### src/rtl/memory_resp.sv
// memory_resp: two-lane data-cache request/response tracker with per-lane FSMs and load alignment.
// Define MEM_RESP_BYPASS_EN to forward cache data to rdata_o combinationally in the data_ok cycle.
package memory_resp_pkg;
  typedef struct packed {
    logic        valid;
    logic [31:0] addr;
    logic [1:0]  size;
    logic [3:0]  strobe;
    logic [31:0] data;
  } dbus_req_t;

  typedef struct packed {
    logic        addr_ok;
    logic        data_ok;
    logic [31:0] data;
  } dbus_resp_t;
endpackage

module memory_resp
  import memory_resp_pkg::*;
#(
  parameter int LANES = 2
) (
  input  logic                   clk,
  input  logic                   resetn,
  input  dbus_req_t  [LANES-1:0] req_i,
  input  logic       [LANES-1:0] sext_i,
  input  logic                   adv_i,
  input  logic                   flush_i,
  output dbus_req_t  [LANES-1:0] dreq_o,
  input  dbus_resp_t [LANES-1:0] resp_i,
  output logic [LANES-1:0][31:0] rdata_o,
  output logic                   stall_o
);

  typedef enum logic [2:0] {IDLE, REQ, DATA, DONE, DRAIN} lane_state_e;

`ifdef MEM_RESP_BYPASS_EN
  localparam bit BYPASS = 1'b1;
`else
  localparam bit BYPASS = 1'b0;
`endif

  lane_state_e [LANES-1:0] state_q, state_d;
  dbus_req_t   [LANES-1:0] req_q, req_d;
  logic        [LANES-1:0] sext_q, sext_d;
  logic [LANES-1:0][31:0]  rdata_q, rdata_d;
  logic [LANES-1:0][31:0]  fmt_data;
  logic        [LANES-1:0] completing;
  logic        [LANES-1:0] lane_ok;
  logic        [LANES-1:0] lane_busy;
  logic        [LANES-1:0] accept;
  logic                    pair_done;

  function automatic logic [31:0] format_load(input logic [1:0]  offset,
                                              input logic [1:0]  size,
                                              input logic        is_store,
                                              input logic        sext,
                                              input logic [31:0] raw);
    logic [31:0] shifted;
    logic [31:0] result;
    shifted = raw >> {offset, 3'b000};
    case (size)
      2'd0:    result = {{24{sext & shifted[7]}}, shifted[7:0]};
      2'd1:    result = {{16{sext & shifted[15]}}, shifted[15:0]};
      default: result = shifted;
    endcase
    if (is_store) result = '0;
    return result;
  endfunction

  // A lane "completes" in the cycle its data beat lands; with bypass that already counts as done.
  always_comb begin
    for (int l = 0; l < LANES; l++) begin
      fmt_data[l]   = format_load(req_q[l].addr[1:0], req_q[l].size, |req_q[l].strobe,
                                  sext_q[l], resp_i[l].data);
      completing[l] = !flush_i && resp_i[l].data_ok &&
                      (state_q[l] == DATA || (state_q[l] == REQ && resp_i[l].addr_ok));
      lane_ok[l]    = (state_q[l] == IDLE) || (state_q[l] == DONE) || (BYPASS && completing[l]);
      lane_busy[l]  = ((state_q[l] == REQ || state_q[l] == DATA || state_q[l] == DRAIN) &&
                       !(BYPASS && completing[l])) ||
                      (state_q[l] == IDLE && req_i[l].valid);
    end
  end

  assign pair_done = &lane_ok;
  assign stall_o   = resetn && (|lane_busy);

  always_comb begin
    for (int l = 0; l < LANES; l++) begin
      rdata_o[l] = (BYPASS && completing[l]) ? fmt_data[l] : rdata_q[l];
      dreq_o[l]  = '0;
      if (state_q[l] == REQ && !flush_i) begin
        dreq_o[l]       = req_q[l];
        dreq_o[l].valid = 1'b1;
      end
    end
  end

  // Flush beats adv and new requests; a flushed DATA lane must still swallow its pending beat.
  always_comb begin
    for (int l = 0; l < LANES; l++) begin
      state_d[l] = state_q[l];
      req_d[l]   = req_q[l];
      sext_d[l]  = sext_q[l];
      rdata_d[l] = rdata_q[l];
      accept[l]  = 1'b0;
      case (state_q[l])
        IDLE: begin
          if (!flush_i && req_i[l].valid) accept[l] = 1'b1;
        end
        REQ: begin
          if (flush_i) begin
            state_d[l] = IDLE;
          end else if (resp_i[l].addr_ok) begin
            if (resp_i[l].data_ok) begin
              rdata_d[l] = fmt_data[l];
              state_d[l] = DONE;
            end else begin
              state_d[l] = DATA;
            end
          end
        end
        DATA: begin
          if (flush_i) begin
            state_d[l] = resp_i[l].data_ok ? IDLE : DRAIN;
          end else if (resp_i[l].data_ok) begin
            rdata_d[l] = fmt_data[l];
            state_d[l] = DONE;
          end
        end
        DONE: begin
          if (flush_i) begin
            state_d[l] = IDLE;
          end else if (adv_i && pair_done) begin
            if (req_i[l].valid) accept[l] = 1'b1;
            else                state_d[l] = IDLE;
          end
        end
        DRAIN: begin
          if (resp_i[l].data_ok) state_d[l] = IDLE;
        end
        default: state_d[l] = IDLE;
      endcase
      if (BYPASS && completing[l] && adv_i && pair_done) begin
        if (req_i[l].valid) accept[l] = 1'b1;
        else                state_d[l] = IDLE;
      end
      if (accept[l]) begin
        state_d[l] = REQ;
        req_d[l]   = req_i[l];
        sext_d[l]  = sext_i[l];
      end
    end
  end

  always_ff @(posedge clk or negedge resetn) begin
    if (!resetn) begin
      for (int l = 0; l < LANES; l++) state_q[l] <= IDLE;
      req_q   <= '0;
      sext_q  <= '0;
      rdata_q <= '0;
    end else begin
      state_q <= state_d;
      req_q   <= req_d;
      sext_q  <= sext_d;
      rdata_q <= rdata_d;
    end
  end

endmodule

### config.mk
export PLATFORM = sky130hd
export DESIGN_NAME = memory_resp
export DESIGN_NICKNAME = d
export VERILOG_FILES = /design/src/rtl/memory_resp.sv
export SDC_FILE = /design/constraint.sdc
export NUM_CORES = 1
export LEC_CHECK = 0
export CORE_MARGIN = 8
export CORE_UTILIZATION = 50
export CTS_BUF_LIST = sky130_fd_sc_hd__clkbuf_2 sky130_fd_sc_hd__clkbuf_4 sky130_fd_sc_hd__clkbuf_8
export DETAILED_ROUTE_END_ITERATION = 6
export GPL_TIMING_DRIVEN = 0
export HOLD_SLACK_MARGIN = 0.05
export PLACE_DENSITY = 0.88
export RECOVER_POWER = 25
export SLEW_MARGIN = 20
export SYNTH_ARGS = -nofsm -noshare
export SYNTH_HDL_FRONTEND = slang
export SYNTH_SLANG_ARGS = --single-unit
export TNS_END_PERCENT = 10
### constraint.sdc
create_clock -name clk -period 3.8 [get_ports clk]
set_input_delay 0.76 -clock clk [delete_from_list [all_inputs] [get_ports clk]]
set_output_delay 0.76 -clock clk [all_outputs]
set_load 0.005 [all_outputs]
Word-level counts from Yosys, hierarchy flattened
Cells that the tools add are included.

Add/subtract/negate cells: 0. Multiply operators: 0. Divide/modulo/power cells: 0. $lt $le $gt $ge: 0. Eq/ne operators: 28. Shift operators: 2. Mux-type cells: 50. Bitwise operators: 4. Reductions and logical operators: 31.

Operators with widths (count): 32-bit 2-to-1 mux (10); 32-bit case mux with 2 select lines (4); 71-bit 2-to-1 mux (2); 32-bit by 5-bit right shift with 32-bit output (2); 3-bit 2-to-1 mux (20); 3-bit case mux with 5 select lines (2); 4-bit inequality test (second input constant) (6); 2-bit inequality test (second input constant) (8); 3-bit by 2-bit equality test with 1-bit output (second input constant) (4); 6-bit AND reduction (2); 1-bit 2-to-1 mux (10); 1-bit logical AND (8); 1-bit logical OR (8); 4-bit by 3-bit inequality test with 1-bit output (second input constant) (2); 4-bit AND reduction (2); 4-bit OR reduction (2); 3-bit by 1-bit equality test with 1-bit output (second input constant) (2); 3-bit equality test (second input constant) (2); 3-bit logical NOT (2); 3-bit inequality test (second input constant) (2); 1-bit AND (4); 2-bit by 1-bit equality test with 1-bit output (second input constant) (2); 2-bit logical NOT (2); 1-bit case mux with 2 select lines (2); 4 further kinds (5).

Register bits after elaboration: 212. Bits in latches: 0. RAM bits: 0. Memory bits (read-only): 0. Input port bits: 216. Output and inout port bits: 207. Logic and storage cells: 129. Memories kept: 0.

Depth between registers and ports, before layout
Depth in word-level cells: 9. Depth in mapped cells: 7. Depth with buffers taken out: 4.

Least setup slack after synthesis
OpenSTA, ideal clock, no wires.

Kind: input-to-output. From: in flush_i. To: out dreq_o[132] in the netlist's numbering. Data arrival time: 1961 ps. Slack: 1079 ps. Cell stages on the path: 6. Buffers on the path: 3. Cell sequence: clkbuf_1 > nor2_1 > and3_1 > clkbuf_1 > clkbuf_1 > and2_1.

RTL lines: start: declaration (line 29) `input logic flush_i,`; end: declaration (line 30) `output dbus_req_t [LANES-1:0] dreq_o,`.

Final worst setup path
From: reg state_q[1] in the netlist's numbering. To: out stall_o.

Word-level cells in the longest chain between the ends: 6.

RTL lines: start: declaration (line 44) `lane_state_e [LANES-1:0] state_q, state_d;`; start signal: assignment (line 164) `state_q <= state_d;`; 3-bit by 1-bit equality test with 1-bit output / 3-bit by 2-bit equality test with 1-bit output (equally long branches) (line 80) `lane_busy[l] = ((state_q[l] == REQ || state_q[l] == DATA || state_q[l] == DRAIN) &&`; 1-bit logical OR (2 in series) (line 80); 1-bit logical OR (*) (line 81) `!(BYPASS && completing[l])) ||`; 2-bit OR reduction (*) (line 87) `assign stall_o = resetn && (|lane_busy);`; 1-bit logical AND (*) (line 87); end: declaration (line 33) `output logic stall_o`.

Every way passes the cells marked *; elsewhere a longest branch is shown, timed or not.

==> flow_metrics.env <==
export IMPL_outcome="complete, no violations"
export IMPL_synthTopCellsByArea="dfrtp_1 (44%), mux2_2 (7.5%), and2_1 (7.4%)"
export IMPL_start_kind="flip-flop"
export IMPL_slew_headroom_pct=40.8
export IMPL_clockBufferDepth=3
export IMPL_required_ns=3.04
export IMPL_path_cells="buf_2 -> or2_2 -> clkbuf_1 -> o311ai_0 -> a21boi_0 -> clkdlybuf4s50_1"
export IMPL_globalplace_congestion=0.942
export IMPL_synth_cells=1228
export IMPL_antenna_found_initial=5
export IMPL_cts_clk_slew_worst_paths_ns=0.06
export IMPL_drt_iter0_markers=1275
export IMPL_cp_end_kind="output port"
export IMPL_post_synth_top_area_cell="dfrtp_1"
export IMPL_postCtsHoldBufs=0
export IMPL_async_flop_share_pct=100
export IMPL_first_global_vias=12400
export IMPL_drt_antenna_violating_nets=0
export IMPL_worstHoldPathType="primary input to async pin"
export IMPL_io_buffers=421
export IMPL_root_buffer="clkbuf_8"
export IMPL_initial_utilization_pct=50.8
export IMPL_critical_path_top_delay_family="buffers and inverters"
export IMPL_finalSetupViolations=0
export IMPL_cts_sinks=212
export IMPL_synth_cell_types=56
export IMPL_ys_ff_latch=212
export IMPL_arrival_ns=2.85
export IMPL_ios=423
export IMPL_setup_ws_ns=0.191
export IMPL_rsz0062_at_grt="false"
export IMPL_drt_total_wl_um=46600
export IMPL_p_total_w=0.0112
export IMPL_vdd_drop_max_mv=0.381
export IMPL_worstSetupPathType="flip-flop to output port"
export IMPL_synth_edf_count=0
export IMPL_power_density_mw_per_mm2=643
export IMPL_dieArea_sq_mm=0.0291
export IMPL_syn_avg_cell_area_sq_um=9.72
export IMPL_synth_main_ff_cell="dfrtp_1"
export IMPL_dr_pass1_iters=5
export IMPL_yosysTopAreaCellShare_pct=44.5
export IMPL_path_buf_inv=3
export IMPL_grt_overflow=0
export IMPL_cp_slowest_cell="clkdlybuf4s50_1"
export IMPL_cts_tree="done"
export IMPL_timing_hold_ws_ns=0.0882
export IMPL_ys_top_cells_by_count="dfrtp_1 (212), and2_1 (141), a21oi_1 (90)"
export IMPL_placed_cell_area_sq_mm=0.0166
export IMPL_cts_setup_buffers=0
export IMPL_fin_area_sq_mm=0.0174
export IMPL_gr_usage_all_layers_pct=30.8
export IMPL_finalNetCount=1907
export IMPL_num_vias=12300
export IMPL_synth_seq_area_share_pct=44.5
export IMPL_fin_skew_ns=0.0194
export IMPL_dp_hpwl_um=34700
export IMPL_grt_max_degree=96
export IMPL_dieHeight_um=170
export IMPL_dp_cells=1970
export IMPL_dp_worst_setup_slack_ns=-0.148
export IMPL_drive_above_1_share_pct=11.9
export IMPL_grt_pass1_wl_um=70700
export IMPL_crit_path_max_fanout=10
export IMPL_via_per_inst=6.04
export IMPL_final_cell_count_no_fill=2038
export IMPL_finalCriticalPeriod_ns=3.61
export IMPL_htreeDepth=2
export IMPL_routedWlPerCell_um=22.9
export IMPL_max_stage_delay_ns=0.55
export IMPL_area_delta_synth_final_pct=46.1
export IMPL_worstMarginPinSlew_ns=0.888
export IMPL_insertion_delay_ns=0.53
export IMPL_ff2ff_setup_slack_ns=1.20
export IMPL_yosysMostFrequentCell="dfrtp_1"
export IMPL_numCtsBuffers=39
export IMPL_drc=0
export IMPL_max_clock_freq_mhz=277
export IMPL_fp_dieW_um=170
export IMPL_synth_area_sq_mm=0.0119
export IMPL_period_share_pct=95.0
export IMPL_coreArea_sq_mm=0.0235
export IMPL_rows=56
export IMPL_synth_nets=1444
export IMPL_power_leakage_nw=7.11
export IMPL_max_cap_viol_count=0
export IMPL_hold_viol=0
export IMPL_yosysWarningCount=0
export IMPL_final_max_slew_violation_count=0
placed cells by master (no fill, tap or decap), types with 9 or more instances in the layout:
master           netlist  layout
o2bb2ai_1             15      15
o211ai_1              80      80
mux2i_1               35      35
clkbuf_1              89      88
o311ai_0               9       9
clkbuf_8               0      47
and3_1                74      73
buf_2                 26      26
nand3_1               73      73
buf_1                 12      12
and2_1               141     141
mux2_2                79      79
nor2b_1               10      10
o21ai_0               28      28
clkdlybuf4s50_1        0     420
nand4_1               71      71
dfrtp_1              212     212
a21oi_1               90      90
nand2_1               73      73
clkbuf_4               0      15
metrics by stage:
step                utilization, %  setup TNS, ns
finish                        74.3              0
global route                  74.3              0
CTS                           74.2              0
floorplan                        -              0
global placement              70.5       -1536.78
detailed placement            70.8          -3.11
state kept, by name, indices dropped and copies added (netlist names):
signal,cells
req_q,140
rdata_o,64
state_q,6
sext_q,2
kinds of logic (layout without fill, tap and decap cells):
logic type	count (synthesis)	in the layout	synth area share, %
muxes	118	118	11.1
buffers and inverters	133	619	4.63
other	0	5	0
xor gates and xnor gates	1	1	0.0734
and+or+nand+nor	481	481	23.2
DFF	212	212	44.5
AOI/OAI and AO/OA	283	283	16.5
cell type report:
cell class | instances | area, sq um
Timing Repair Buffer | 423 | 4280
Inverter | 1 | 3.75
Fill cell | 1662 | 6040
Tap cell | 319 | 399
Multi-Input combinational cell | 883 | 6100
Antenna cell | 5 | 12.5
Buffer | 131 | 546
Sequential cell | 212 | 5310
Clock buffer | 62 | 759
Clock inverter | 2 | 35.0
metal layers:
layer  global-route usage [%]  up-vias  share of wire [%]
met5                        0        -              0.058
met4                     13.7        4                4.3
met3                     8.32      136                9.4
met2                     52.0      728                 49
met1                     36.5     5972                 38
li1                         -     5475                  -
where the power goes:
group | internal [W] | switching [W] | leakage [nW]
clock | 0.00132 | 0.000964 | 0.425
sequential | 0.00309 | 0.000591 | 2.54
combinational | 0.00253 | 0.00272 | 4.14
path summary, 6_finish.rpt:
path | startpoint | cells past startpoint | end
setup reg to reg | state_q[3] | 6 | req_q[32]
hold reg to reg | rdata_o[12] | 2 | rdata_o[12]
hold / removal | resetn | 1 | req_q[100]
min in group clk | rdata_o[12] | 2 | rdata_o[12]
setup / recovery | state_q[1] | 6 | stall_o
max in group asynchronous | resetn | 3 | state_q[2]
timing repair:
action,4_1_cts,5_1_grt
gates resized for setup,2,3
endpoints found under the setup margin,101,49
pin swaps,0,0
Note: power is estimated with default switching activity, not from simulation.
